## src/rtl/fe_bf2i_pipe.sv

```systemverilog
// fe_bf2i_pipe: pipelined radix-2^2 BF2I butterfly with trivial +/-j rotation, rounding scaler, saturation and sticky overflow.
module fe_bf2i_pipe #(
  parameter int NBW_IN  = 8,
  parameter int NBW_OUT = NBW_IN + 1,
  parameter int NBW_C   = 2,
  parameter int BSEL    = 0,
  parameter int NS_MAX  = 2,
  localparam int NBW_SH = NS_MAX > 0 ? $clog2(NS_MAX + 1) : 1
) (
  input  logic                             clk,
  input  logic                             rst_async_n,
  input  logic                             i_sync,
  input  logic                             i_valid,
  input  logic                             i_inv,
  input  logic [NBW_SH-1:0]                i_shift,
  input  logic [1:0][1:0][NBW_IN-1:0]      i_data,
  input  logic                             i_ovf_clr,
  output logic                             o_valid,
  output logic [1:0][1:0][NBW_OUT-1:0]     o_data,
  output logic                             o_ovf
);
  localparam int W    = NBW_IN + 2;
  localparam int OMAX = 2 ** (NBW_OUT - 1) - 1;
  localparam int OMIN = -(2 ** (NBW_OUT - 1));
  logic [NBW_C-1:0] cnt_q, cnt_d, eff;
  logic sel;
  logic signed [NBW_IN:0] x0 [2], x1 [2], s [2], t [2];
  logic [1:0][1:0][NBW_IN:0] a_q, a_d;
  logic [NBW_SH-1:0] sh_q, sh_d;
  logic a_vld_q, vld_q, ovf_q, ovf_d, sat_any;
  logic [1:0][1:0][NBW_OUT-1:0] dat_q, dat_d;
  logic signed [W-1:0] ext, bias, rnd;
  int y;
  always_comb begin
    eff   = i_sync ? '0 : cnt_q;
    cnt_d = i_sync ? NBW_C'(i_valid) : cnt_q + NBW_C'(i_valid);
    sel   = eff[BSEL];
    for (int c = 0; c < 2; c++) begin
      x0[c] = $signed({i_data[0][c][NBW_IN-1], i_data[0][c]});
      x1[c] = $signed({i_data[1][c][NBW_IN-1], i_data[1][c]});
      s[c]  = x0[c] + x1[c];
      t[c]  = x0[c] - x1[c];
    end
    a_d[0][0] = s[0];
    a_d[0][1] = s[1];
    a_d[1][0] = sel ? (i_inv ? -t[1] : t[1]) : t[0];
    a_d[1][1] = sel ? (i_inv ? t[0] : -t[0]) : t[1];
    sh_d = (i_shift > NBW_SH'(NS_MAX)) ? NBW_SH'(NS_MAX) : i_shift;
  end
  // Round half up by adding half an LSB of the shifted result before the arithmetic shift.
  always_comb begin
    sat_any = 1'b0;
    dat_d   = dat_q;
    ext     = '0;
    bias    = '0;
    rnd     = '0;
    y       = 0;
    for (int l = 0; l < 2; l++) begin
      for (int c = 0; c < 2; c++) begin
        ext  = $signed({a_q[l][c][NBW_IN], a_q[l][c]});
        bias = (sh_q == '0) ? '0 : $signed(W'(1) << (sh_q - NBW_SH'(1)));
        rnd  = (ext + bias) >>> sh_q;
        y    = int'(rnd);
        dat_d[l][c] = !a_vld_q ? dat_q[l][c] : y > OMAX ? NBW_OUT'(OMAX) : y < OMIN ? NBW_OUT'(OMIN) : NBW_OUT'(y);
        sat_any = sat_any | (a_vld_q & (y > OMAX || y < OMIN));
      end
    end
    ovf_d = sat_any ? 1'b1 : i_ovf_clr ? 1'b0 : ovf_q;
  end
  always_ff @(posedge clk or negedge rst_async_n) begin
    if (!rst_async_n) begin
      cnt_q   <= '0;
      a_q     <= '0;
      sh_q    <= '0;
      a_vld_q <= 1'b0;
      vld_q   <= 1'b0;
      dat_q   <= '0;
      ovf_q   <= 1'b0;
    end else begin
      cnt_q <= cnt_d;
      if (i_valid) begin
        a_q  <= a_d;
        sh_q <= sh_d;
      end
      a_vld_q <= i_valid;
      vld_q   <= a_vld_q;
      dat_q   <= dat_d;
      ovf_q   <= ovf_d;
    end
  end
  assign o_valid = vld_q;
  assign o_data  = dat_q;
  assign o_ovf   = ovf_q;
endmodule
```

## config.mk

```make
export PLATFORM = sky130hd
export DESIGN_NAME = fe_bf2i_pipe
export DESIGN_NICKNAME = d
export VERILOG_FILES = /design/src/rtl/fe_bf2i_pipe.sv
export SDC_FILE = /design/constraint.sdc
export NUM_CORES = 1
export LEC_CHECK = 0
export BUFFER_PORTS_ARGS = -buffer_cell sky130_fd_sc_hd__buf_2
export CAP_MARGIN = 20
export CORE_UTILIZATION = 62
export DETAILED_ROUTE_END_ITERATION = 8
export GPL_ROUTABILITY_DRIVEN = 0
export PLACE_DENSITY = 0.95
export SLEW_MARGIN = 15
export SYNTH_ARGS = -nofsm -noshare
export SYNTH_HDL_FRONTEND = slang
export SYNTH_SLANG_ARGS = --single-unit
```

## constraint.sdc

```tcl
create_clock -name clk -period 5.5 [get_ports clk]
set_input_delay 0 -clock clk [delete_from_list [all_inputs] [get_ports clk]]
set_output_delay 0 -clock clk [all_outputs]
set_load 0.02 [all_outputs]
```

Word-level counts from Yosys, hierarchy flattened:

Cells that the tools add are included.

* register bits: 79
* logic and storage cells: 70
* output and inout port bits: 38
* input port bits: 40

* $lt $le $gt $ge: 9
* mux-type cells: 18
* $add $sub $neg: 12
* reductions and logical operators: 6
* bitwise operators: 7
* shifts and indexed selects: 5

Operators by type and width (count)
* $mux 9: 12
* $add 9x10->10: 4
* $gt 10x9->1 const B: 4
* $lt 10x9->1 const B: 4
* $sshr 10x2->10: 4
* $add 8x8->9: 2
* $neg 9->9: 2
* $sub 8x8->9: 2
* $mux 10: 1
* $shl 1x2->10 const A: 1
* $and 1x1->1: 4
* $logic_or 1x1->1: 4
* $mux 2: 2
* $mux 1: 3
* $or 1x1->1: 3
* $add 2x1->2: 1
* $gt 2x2->1 const B: 1
* $logic_not 2->1: 1
* $reduce_bool 2->1: 1
* $sub 2x1->2 const B: 1

Longest topological paths before layout:

Gate-level depths: netlist of the first run.

* depth after elaboration: 12
* depth in mapped cells: 13
* depth with buffers taken out: 11

Least setup slack after synthesis of the first run:

OpenSTA, ideal clock, no wires.

* path kind: reg2reg
* from: reg sh_q[0]
* to: reg dat_q, in the netlist o_data[11]
* arrival: 2908 ps
* required time: 5360 ps
* cell stages (with the launch flop): 14
* buffers on the path: 2
* clock period less this slack: 3049 ps
* path slack: 2451 ps
* library setup time: 140 ps
* cell sequence: dfrtp_1 -> inv_2 -> clkbuf_1 -> clkbuf_1 -> nand2_1 -> xnor2_1 -> ha_1 -> o21a_1 -> o21ai_0 -> a21oi_1 -> a21oi_2 -> o31ai_4 -> a2111oi_0 -> a211oi_1

* longest elaborated chain between the ends: 8
* elaborated cells between the ends (all ways): 10
* those cells by class: add/sub: 2; order compare: 2; shift: 2; mux: 3; reduce/logical: 1

RTL lines
* start: declaration: RTL line 29 `logic [NBW_SH-1:0] sh_q, sh_d;`
* start signal: assignment: RTL line 74 `sh_q <= '0;`
* start signal: assignment: RTL line 83 `sh_q <= sh_d;`
* $sub 2x1->2: RTL line 61 `bias = (sh_q == '0) ? '0 : $signed(W'(1) << (sh_q - NBW_SH'(1)));`
* $shl 1x2->10: RTL line 61
* $mux 10: RTL line 61
* $add 9x10->10: RTL line 62 `rnd = (ext + bias) >>> sh_q;`
* $sshr 10x2->10 *: RTL line 62
* $lt 10x9->1: RTL line 64 `dat_d[l][c] = !a_vld_q ? dat_q[l][c] : y > OMAX ? NBW_OUT'(OMAX) : y < OMIN ? NBW_OUT'(OMIN) : NBW_OUT'(y);`
* $mux 9: RTL line 64
* $mux 9 *: RTL line 64
* end signal: assignment: RTL line 87 `dat_q <= dat_d;`
* end: declaration: RTL line 31 `logic [1:0][1:0][NBW_OUT-1:0] dat_q, dat_d;`

Mark *: on every way between the ends. The rest lies on a longest branch, timed or not.
A chain may end at the register's enable or synchronous reset.

Worst setup path after layout of the first run:

* from: reg sh_q[1]
* to: reg dat_q, in the netlist o_data[3]

The elaborated chain is that of the path after synthesis.

==> results of run 1 <==
-- cell families (layout without fill, tap and decap cells) --
group                      count (synthesis)  after routing  share of synthesized area
AOI/OAI and AO/OA                        296            296                      0.286
muxes                                     19             19                     0.0352
and+or+nand+nor                          280            280                      0.185
buffers and inverters                    110            151                     0.0617
xor gates and xnor gates                  57             57                     0.0703
adders and majority gates                 47             47                     0.0867
DFF                                       78             78                      0.275
-- where the power goes --
part	total (W)	internal, W	switching, W
Combinational	0.00101	0.000402	0.000607
Clock	0.000527	0.000301	0.000226
Sequential	0.000837	0.000693	0.000144
Total	0.00237	0.00140	0.000977
-- worst paths after layout --
path | cells after the start | startpoint | endpoint | slack, ns
min in group asynchronous | 2 | rst_async_n | o_data[8]$_DFFE_PN0P_ | 0.36
worst min-delay path | 3 | i_ovf_clr | o_ovf$_DFFE_PN0P_ | 0.06
worst max-delay path | 10 | sh_q[1]$_DFFE_PN0P_ | o_data[3]$_DFFE_PN0P_ | 2.32
max in group asynchronous | 2 | rst_async_n | sh_q[0]$_DFFE_PN0P_ | 4.46
worst max register to register | 10 | sh_q[1]$_DFFE_PN0P_ | o_data[3]$_DFFE_PN0P_ | 2.32
worst min register to register | 1 | o_data[22]$_DFFE_PN0P_ | o_data[22]$_DFFE_PN0P_ | 0.48
-- worst max-delay path, delay by kind of cell (launching register included) --
kind / cells / cell delay [ns]
adder cells (fa/ha/maj): 2 / 0.58
flip-flops: 1 / 0.53
AO/OA/AOI/OAI: 4 / 0.87
AND/OR/NAND/NOR: 4 / 1.08
-- Yosys cell counts, types with 9 or more instances --
cell	number	area, sq um
inv_1	47	176
and3_1	14	87.6
nand2_1	77	289
o31ai_1	13	97.6
nand3_1	14	70.1
dfrtp_1	78	1950
a31oi_1	17	106
xor2_1	13	114
o21ai_0	62	310
nand4_1	11	68.8
and2_1	10	62.6
clkbuf_1	35	131
nor2_1	98	368
o211ai_1	19	143
o21a_1	16	120
nor3_1	11	55.1
mux2i_1	10	100
ha_1	42	526
a211oi_1	14	105
buf_2	17	85.1
nand2b_1	9	56.3
a21oi_1	62	310
xnor2_1	44	385
-- final cells by class --
type	count	area [sq um]	area share
Multi-Input combinational cell	699	4710	0.608
Sequential cell	78	1950	0.252
Timing Repair Buffer	85	455	0.0588
Clock buffer	9	225	0.0291
Inverter	50	188	0.0242
Tap cell	140	175	0.0226
Clock inverter	7	41.3	0.00533
-- layout by cell type, fill, tap and decap left out, types with 6 or more instances in the layout --
master      n
ha_1       42
o211ai_1   19
nor2_1     98
or2_2       6
nor3_1     11
and3_1     14
dfrtp_1    77
buf_2      76
a21oi_1    62
buf_4       6
nand4_1    11
or3_1       8
and2_1     10
a31oi_1    17
a211oi_1   14
mux2i_1    10
o31ai_1    13
clkbuf_16   9
inv_1      47
nand2_1    77
a221oi_1    8
nand3_1    14
xnor2_1    44
nand2b_1    9
o21ai_0    62
xor2_1     13
o21a_1     16
-- per-stage QoR --
stage / setup slack, ns / instances / power [W] / utilization / cell area [sq um]
after floorplan: 2.45 / 887 / 0.00156 / - / 7100
after global placement: 2.54 / 1049 / 0.00178 / 0.679 / 7450
after detailed placement: 2.38 / 1049 / 0.00182 / 0.679 / 7450
after CTS: 2.37 / 1068 / 0.00235 / 0.706 / 7750
after global routing: 2.01 / 1068 / 0.00252 / 0.706 / 7750
final: 2.32 / 1068 / 0.00237 / 0.706 / 7750
-- layer usage --
metal  global-route usage  part of all wire
met1                0.431              0.43
met2                0.500              0.46
met3               0.0484             0.092
met4                0.108             0.020
met5                    0                 0
-- flip-flops by register name, summed over array words and instances (netlist names) --
| signal | count |
|---|---|
| o_ovf | 1 |
| o_data | 36 |
| sh_q | 2 |
| a_q | 36 |
| a_vld_q | 1 |
| cnt_q | 1 |
| o_valid | 1 |
-- timing repair --
action	CTS	global route
endpoints found under the hold margin	80	0
hold buffers	3	0
setup endpoints to repair	0	0
==> impl_metrics.toml, run 1 <==
[sta]
finalClockSkew_ns = 0.00517
worstMarginPinSlew_ns = 1.01
min_period_ns = 3.18
hold_ws_ns = 0.0617
hold_violations = 0
max_freq_mhz = 314
totalNegativeSetupSlack_ns = 0
finalMaxSlewViolations = 0
rsz0062_at_grt = "false"
slew_headroom = 0.325
fin_crit_sh = 0.579
setup-violations-final = 0

[synthesis]
yosysWarnings = 0
synth.cell_area_sq_um = 7100
yosysSeqAreaShare = 0.275
synth-edff-count = 0
syn_nets = 973
ys.flop_type = "dfrtp_1"
syn_inst = 887
synth_area_per_cell_sq_um = 8.01
yosysUniqueCellTypes = 82
async_flop_share = 1.00
ys_ff_latch = 78

[route]
wire_per_inst_um = 16.7
first_pass_iters = 6
drc = 0
viasPerCell = 6.53
drtAntennaViolNets = 0
routed-via-count = 6978
wl_um = 17800
drt_iter0_drc = 686

[final_layout]
diodes = 0
nets = 1009
area_delta_synth_final_pct = 9.12
fillers = 857
drive_above_1_share = 0.142

[global_routing]
grt-ovfl-total = 0
antenna_found_initial = 0
track_usage = 0.313
grt_max_degree = 79
grt_pass1_vias = 6224
grt_pass1_wl_um = 29500

[critical_path]
slowest_delay_ns = 0.53
crit_path_end_kind = "flip-flop"
cp-start-kind = "flip-flop"
critical-path-slowest-cell = "dfrtp_1"
crit_required_ns = 5.71
cp_max_fo = 12
critical_path_class = "reg -> reg"
cp.arrival_ns = 3.39
cp_cell_sequence = "nor2_1 > ha_1 > ha_1 > o21ai_0 > a21oi_1 > nor2_1 > and3_1 > o21ai_0 > and2_1 > a31oi_1"

[die]
die_x_um = 109
fp.dieH_um = 109
ioPinCount = 78
rows = 38
dieArea_sq_um = 11900
start_util = 0.647
core-area_sq_um = 11000

[place]
io_buffers = 77
hpwl_um = 13000

[power_and_ir_drop]
irDropWorstVdd_mv = 0.259
pwr_density_cell_nw_per_um2 = 306
cellLeakagePower_nw = 3.29

[clock_network]
cts_buffer_depth = 2
clk_pin_slew_ns = 0.06
post-cts-setup-buffers = 0
cts.sinks = 78
clk_latency_ns = 0.33
cts_resized = 0
cts_tree = "yes"
h-tree-depth = 3
root_buffer = "clkbuf_16"
numCtsBuffers = 9

[status]
outcome = "finished clean"

[run]
drv_cap = 0

[min_path]
hp-class = "in -> reg"
No activity file was read; power rests on OpenSTA's default activity.
==> run 2: changes to the inputs <==
--- a/config.mk
+++ b/config.mk
@@ -7,10 +7,10 @@
 export LEC_CHECK = 0
 export BUFFER_PORTS_ARGS = -buffer_cell sky130_fd_sc_hd__buf_2
 export CAP_MARGIN = 20
-export CORE_UTILIZATION = 62
+export CORE_UTILIZATION = 55
 export DETAILED_ROUTE_END_ITERATION = 8
 export GPL_ROUTABILITY_DRIVEN = 0
-export PLACE_DENSITY = 0.95
+export PLACE_DENSITY = 0.9
 export SLEW_MARGIN = 15
 export SYNTH_ARGS = -nofsm -noshare
 export SYNTH_HDL_FRONTEND = slang
==> constraint.sdc (replaced) <==
create_clock -name clk -period 2.9 [get_ports clk]
set_input_delay 0 -clock clk [delete_from_list [all_inputs] [get_ports clk]]
set_output_delay 0 -clock clk [all_outputs]
set_load 0.02 [all_outputs]
==> run 2 against run 1 <==
Against the previous run: combinational power grew 90%; flip-flop and latch count stayed put; largest cell class unchanged; via count is 2.7% lower.
==> impl_metrics.toml, run 2 (same netlist as run 1, synthesis figures left out) <==
[critical_path]
cp-start-kind = "flip-flop"
crit_path_end_kind = "flip-flop"
rr_worst_depth = 10
critical_path_class = "reg -> reg"
cp_max_fo = 7
reg2reg_slack_ns = 0.19
crit_required_ns = 3.13
slowest_delay_ns = 0.40
crit_buf_inv = 1
cp.arrival_ns = 2.93
worstReg2RegEnd = "o_data[4]$_DFFE_PN0P_"
cp_cell_sequence = "nor2_2 > ha_2 > a21oi_1 > o21ai_1 > a32oi_1 > buf_4 > or3_1 > a31oi_1 > nor3_1 > a311oi_1"
crit_family = "compound AO/OA/AOI/OAI gates"
critical-path-slowest-cell = "dfrtp_1"
rr_startpoint = "sh_q[1]$_DFFE_PN0P_"

[power_and_ir_drop]
pwr_density_cell_nw_per_um2 = 600
cellLeakagePower_nw = 3.36
irDropWorstVdd_mv = 0.324
power_w = 0.00476

[route]
drc = 0
first_pass_iters = 6
wl_um = 18000
wire_per_inst_um = 16.2
drt_iter0_drc = 576
drtAntennaViolNets = 0
routed-via-count = 6791
viasPerCell = 6.12

[sta]
setup-violations-final = 0
min_period_ns = 2.71
hold_violations = 0
rsz0062_at_grt = "true"
worstMarginPinSlew_ns = 0.952
hold_ws_ns = 0.00902
fin_crit_sh = 0.934
max_freq_mhz = 369
finalClockSkew_ns = 0.00410
finalMaxSlewViolations = 0
slew_headroom = 0.365

[global_routing]
grt_max_degree = 79
grt-ovfl-total = 0
grt_pass1_wl_um = 29900
antenna_found_initial = 0
track_usage = 0.281
grt_pass1_vias = 6144

[final_layout]
final_util = 0.629
fillers = 1102
final_cell_mix = "nor2_1 (97), nand2_1 (77), dfrtp_1 (77)"
drive_above_1_share = 0.153
fin_area_sq_um = 7940
final_common_cell = "nor2_1"
nets = 1018
area_delta_synth_final_pct = 11.7
diodes = 0

[die]
start_util = 0.563
rows = 41
dieArea_sq_um = 13400
core-area_sq_um = 12600
die_x_um = 116
ioPinCount = 78
fp.dieH_um = 116

[clock_network]
clk_pin_slew_ns = 0.06
numCtsBuffers = 9
cts.sinks = 78
cts_tree = "yes"
clk_latency_ns = 0.34
cts_buffer_depth = 2
h-tree-depth = 3
root_buffer = "clkbuf_16"

[run]
drv_cap = 0

[min_path]
hold_depth = 3
hold_start = "i_ovf_clr"
worstHoldEndpoint = "o_ovf$_DFFE_PN0P_"
hp-class = "in -> reg"

[place]
hpwl_um = 13300
dpl-instance-area_sq_um = 7560
io_buffers = 77

[status]
outcome = "finished clean"
[run 2: cell count changes in the layout (fill, tap and decap cells not counted), sizes merged]
cell,change
clkinv,-5
buf,+9
bufinv,+2
clkbuf,+4
clkinvlp,-1
[run 2: worst max-delay path by stage]
stage / start / endpoint / slack [ns] / depth (start not counted)
after CTS: sh_q[1]$_DFFE_PN0P_ / o_data[1]$_DFFE_PN0P_ / 0.08 / 10
after detailed placement: sh_q[1]$_DFFE_PN0P_ / o_data[4]$_DFFE_PN0P_ / 0.10 / 10
after global routing: sh_q[0]$_DFFE_PN0P_ / o_data[2]$_DFFE_PN0P_ / -0.05 / 12
final: sh_q[1]$_DFFE_PN0P_ / o_data[4]$_DFFE_PN0P_ / 0.19 / 10
after floorplan: sh_q[1]$_DFFE_PN0P_ / o_data[1]$_DFFE_PN0P_ / 0.006 / 13
after global placement: sh_q[1]$_DFFE_PN0P_ / o_data[1]$_DFFE_PN0P_ / 0.20 / 10
[run 2: area by class of cell]
class                      count  area, sq um  share of cell area
timing repair buffer          94          523              0.0659
multi-input combinational    699         4720               0.595
inverter                      50          188              0.0236
clock buffer                  13          270              0.0341
clock inverter                 3         65.1             0.00820
tap                          172          215              0.0271
sequential                    78         1950               0.246
[run 2: power by group]
part	internal, W	switching, W	leakage, nW	total (W)
Clock	0.000822	0.000421	0.166	0.00124
Sequential	0.00132	0.000279	0.906	0.00159
Combinational	0.000773	0.00115	2.29	0.00192
[run 2: tightest hold or removal path, stage by stage]
cell and delay, ns:
buf_2 0.08, nand2b_1 0.11, o311ai_0 0.11
[run 2: through the flow]
| step | setup WS [ns] | setup TNS (ns) | instances |
|---|---|---|---|
| detailed placement | 0.100 | 0 | 1090 |
| finish | 0.193 | 0 | 1109 |
| global route | -0.0511 | -0.182 | 1109 |
| global placement | 0.204 | 0 | 1090 |
| CTS | 0.0786 | 0 | 1109 |
| floorplan | 0.00641 | 0 | 887 |
[run 2: metal layers]
layer	part of all wire	GRT usage	up-vias	routed length, um
met5	0	0	-	0
met4	0.019	0.101	0	350
met3	0.076	0.0450	30	1370
met2	0.46	0.448	300	8180
met1	0.45	0.387	3153	8060
li1	-	-	3308	-
[run 2: repair_timing]
| item | CTS | global route |
|---|---|---|
| endpoints found under the hold margin | 80 | 0 |
| gates resized for setup | 0 | 4 |
| endpoints found under the setup margin | 0 | 24 |
| buffers inserted | 0 | 0 |
| hold buffers | 3 | 0 |
==> run 3: changes to the inputs <==
--- a/config.mk
+++ b/config.mk
@@ -7,9 +7,12 @@
 export LEC_CHECK = 0
 export BUFFER_PORTS_ARGS = -buffer_cell sky130_fd_sc_hd__buf_2
 export CAP_MARGIN = 20
+export CORE_MARGIN = 2
 export CORE_UTILIZATION = 55
 export DETAILED_ROUTE_END_ITERATION = 8
 export GPL_ROUTABILITY_DRIVEN = 0
+export GPL_TIMING_DRIVEN = 0
+export HOLD_SLACK_MARGIN = 0.06
 export PLACE_DENSITY = 0.9
 export SLEW_MARGIN = 15
 export SYNTH_ARGS = -nofsm -noshare
==> run 3 against run 2 <==
Against the previous run: the flow now finishes with violations (DRC, setup timing); global-route usage grew 0.92 points; power grew 8.3%; worst setup slack lost 0.40 ns; first-iteration DRC count grew 100%; maximum frequency shrank 13%; final area grew 9.9%; sequential power shrank 5%; critical path depth grew 3; sequential share of layout area shrank 2.2 points; critical endpoint is now o_data[16]$_DFFE_PN0P_; largest cell class unchanged; highest routed layer unchanged.
==> impl_metrics.toml, run 3 (same netlist as run 1, synthesis figures left out) <==
[power_and_ir_drop]
pwr_density_cell_nw_per_um2 = 591
switching_power_w = 0.00208
cellLeakagePower_nw = 3.62
internal-power_w = 0.00307
pwr-share-clk = 0.248
irDropWorstVdd_mv = 0.327
combinationalPowerShare = 0.458
power_frac_seq = 0.294
sw_frac_of_total = 0.404

[die]
fp.dieH_um = 118
rows = 41
dieArea_sq_um = 13800
start_util = 0.563
die_x_um = 118
core-area_sq_um = 12600
ioPinCount = 78

[global_routing]
grt_max_degree = 45
track_usage = 0.290
grt_pass1_vias = 6809
grt_pass1_wl_um = 33400
antenna_found_initial = 0
grt-ovfl-total = 0

[min_path]
hold_start = "i_data[21]"
hp-class = "in -> reg"
worstHoldEndpoint = "a_q[7]$_DFFE_PN0P_"
hold_depth = 5

[route]
drc = 4
routed-via-count = 7741
drt_iter0_drc = 1165
wl_um = 22500
drtAntennaViolNets = 0
wire_per_inst_um = 19.1
first_pass_iters = 9
viasPerCell = 6.55

[critical_path]
slowest_delay_ns = 0.45
cp.arrival_ns = 3.33
rr_startpoint = "sh_q[0]$_DFFE_PN0P_"
critical-path-slowest-cell = "dfrtp_2"
crit_required_ns = 3.12
critical_path_class = "reg -> reg"
worstReg2RegEnd = "o_data[16]$_DFFE_PN0P_"
cp-start-kind = "flip-flop"
cp_max_fo = 10
rr_worst_depth = 13
crit_path_end_kind = "flip-flop"
cp_cell_sequence = "inv_4 > clkbuf_8 > buf_8 > nand2_4 > xnor2_2 > ha_4 > o21a_1 > o21ai_1 > a21oi_1 > or3_1 > o211ai_1 > o21ai_0 > o21a_1"
crit_top_cell = "o21a_1"
reg2reg_slack_ns = -0.20
critical_path.startpoint = "sh_q[0]$_DFFE_PN0P_"

[sta]
setup_ws_ns = -0.203
min_period_ns = 3.10
fin_crit_sh = 1.07
worstMarginPinSlew_ns = 0.765
finalClockSkew_ns = 0.00692
max_freq_mhz = 322
setup-violations-final = 19
hold_violations = 0
slew_headroom = 0.490
finalMaxSlewViolations = 0

[place]
place_inst = 1136
io_buffers = 76
post-place-ws_ns = -0.795
hpwl_um = 15300

[final_layout]
nets = 1090
final_common_cell = "nor2_1"
final_cell_mix = "nor2_1 (93), buf_2 (89), dfrtp_1 (77)"
drive_above_1_share = 0.224
final_util = 0.691
diodes = 0
stdcell_count = 1181
area_delta_synth_final_pct = 22.8

[clock_network]
root_buffer = "clkbuf_16"
cts.sinks = 78
clk_pin_slew_ns = 0.05
cts_tree = "yes"
h-tree-depth = 3
numCtsBuffers = 9
cts_buffer_depth = 2
clk_latency_ns = 0.34

[status]
violations = "DRC, setup timing"
outcome = "complete, but fails checks"

[run]
drv_cap = 0
run 3: cell type report:
type / count / area, sq um
multi-input combinational: 699 / 5070
fill: 913 / 3900
sequential: 78 / 1950
timing repair buffer: 106 / 637
buffer: 60 / 315
clock buffer: 9 / 225
tap: 172 / 215
inverter: 50 / 190
clock inverter: 7 / 113
run 3: layer usage:
metal  vias up  track usage  part of all wire
met5         -            0                 0
met4         0        0.109             0.057
met3       176       0.0523              0.12
met2       611        0.461              0.44
met1      3502        0.395              0.38
li1       3452            -                 -
run 3: how the worst max path moves through the flow:
stage / to / slack (ns) / cells after the start
floorplan: o_data[1]$_DFFE_PN0P_ / 0.006 / 13
global placement: o_ovf$_DFFE_PN0P_ / -0.79 / 13
detailed placement: o_data[3]$_DFFE_PN0P_ / -0.80 / 12
CTS: o_data[19]$_DFFE_PN0P_ / -0.02 / 13
global route: o_data[16]$_DFFE_PN0P_ / -0.18 / 13
finish: o_data[16]$_DFFE_PN0P_ / -0.20 / 13
run 3: worst max-delay path, delay by kind of cell (launching register included):
kind	cells	cell delay (ns)
compound gates	6	1.34
flops	1	0.45
simple gates	2	0.44
buf+inv	3	0.41
xor+xnor	1	0.16
fa+ha+maj	1	0.19
run 3: what timing repair did:
item / CTS / global route
endpoints found under the setup margin: 34 / 33
hold buffers: 5 / 0
cloned: 0 / 0
pin swaps: 4 / 27
buffers inserted: 5 / 19
gates resized for setup: 43 / 57
endpoints found under the hold margin: 82 / 0
run 3: power by group through the flow:
stage	clock network [W]	registers [W]	logic, W
detailed placement	0	0.00151	0.00203
CTS	0.00128	0.00149	0.00210
finish	0.00128	0.00151	0.00236
global placement	0	0.00149	0.00198
global route	0.00132	0.00153	0.00252
floorplan	0	0.00163	0.00133
run 3: metrics by stage:
| step | hold slack (ns) | power [W] | cell area, sq um | setup TNS [ns] |
|---|---|---|---|---|
| 2_1_floorplan | -0.296 | 0.00295 | 7110 | 0 |
| 3_3_place_gp | 0.138 | 0.00347 | 7700 | -17.04 |
| 3_5_place_dp | -0.0312 | 0.00353 | 7720 | -17.91 |
| 4_1_cts | 0.130 | 0.00486 | 8280 | -0.0303 |
| 5_1_grt | 0.163 | 0.00538 | 8720 | -2.53 |
| 6_report | 0.122 | 0.00515 | 8720 | -1.52 |
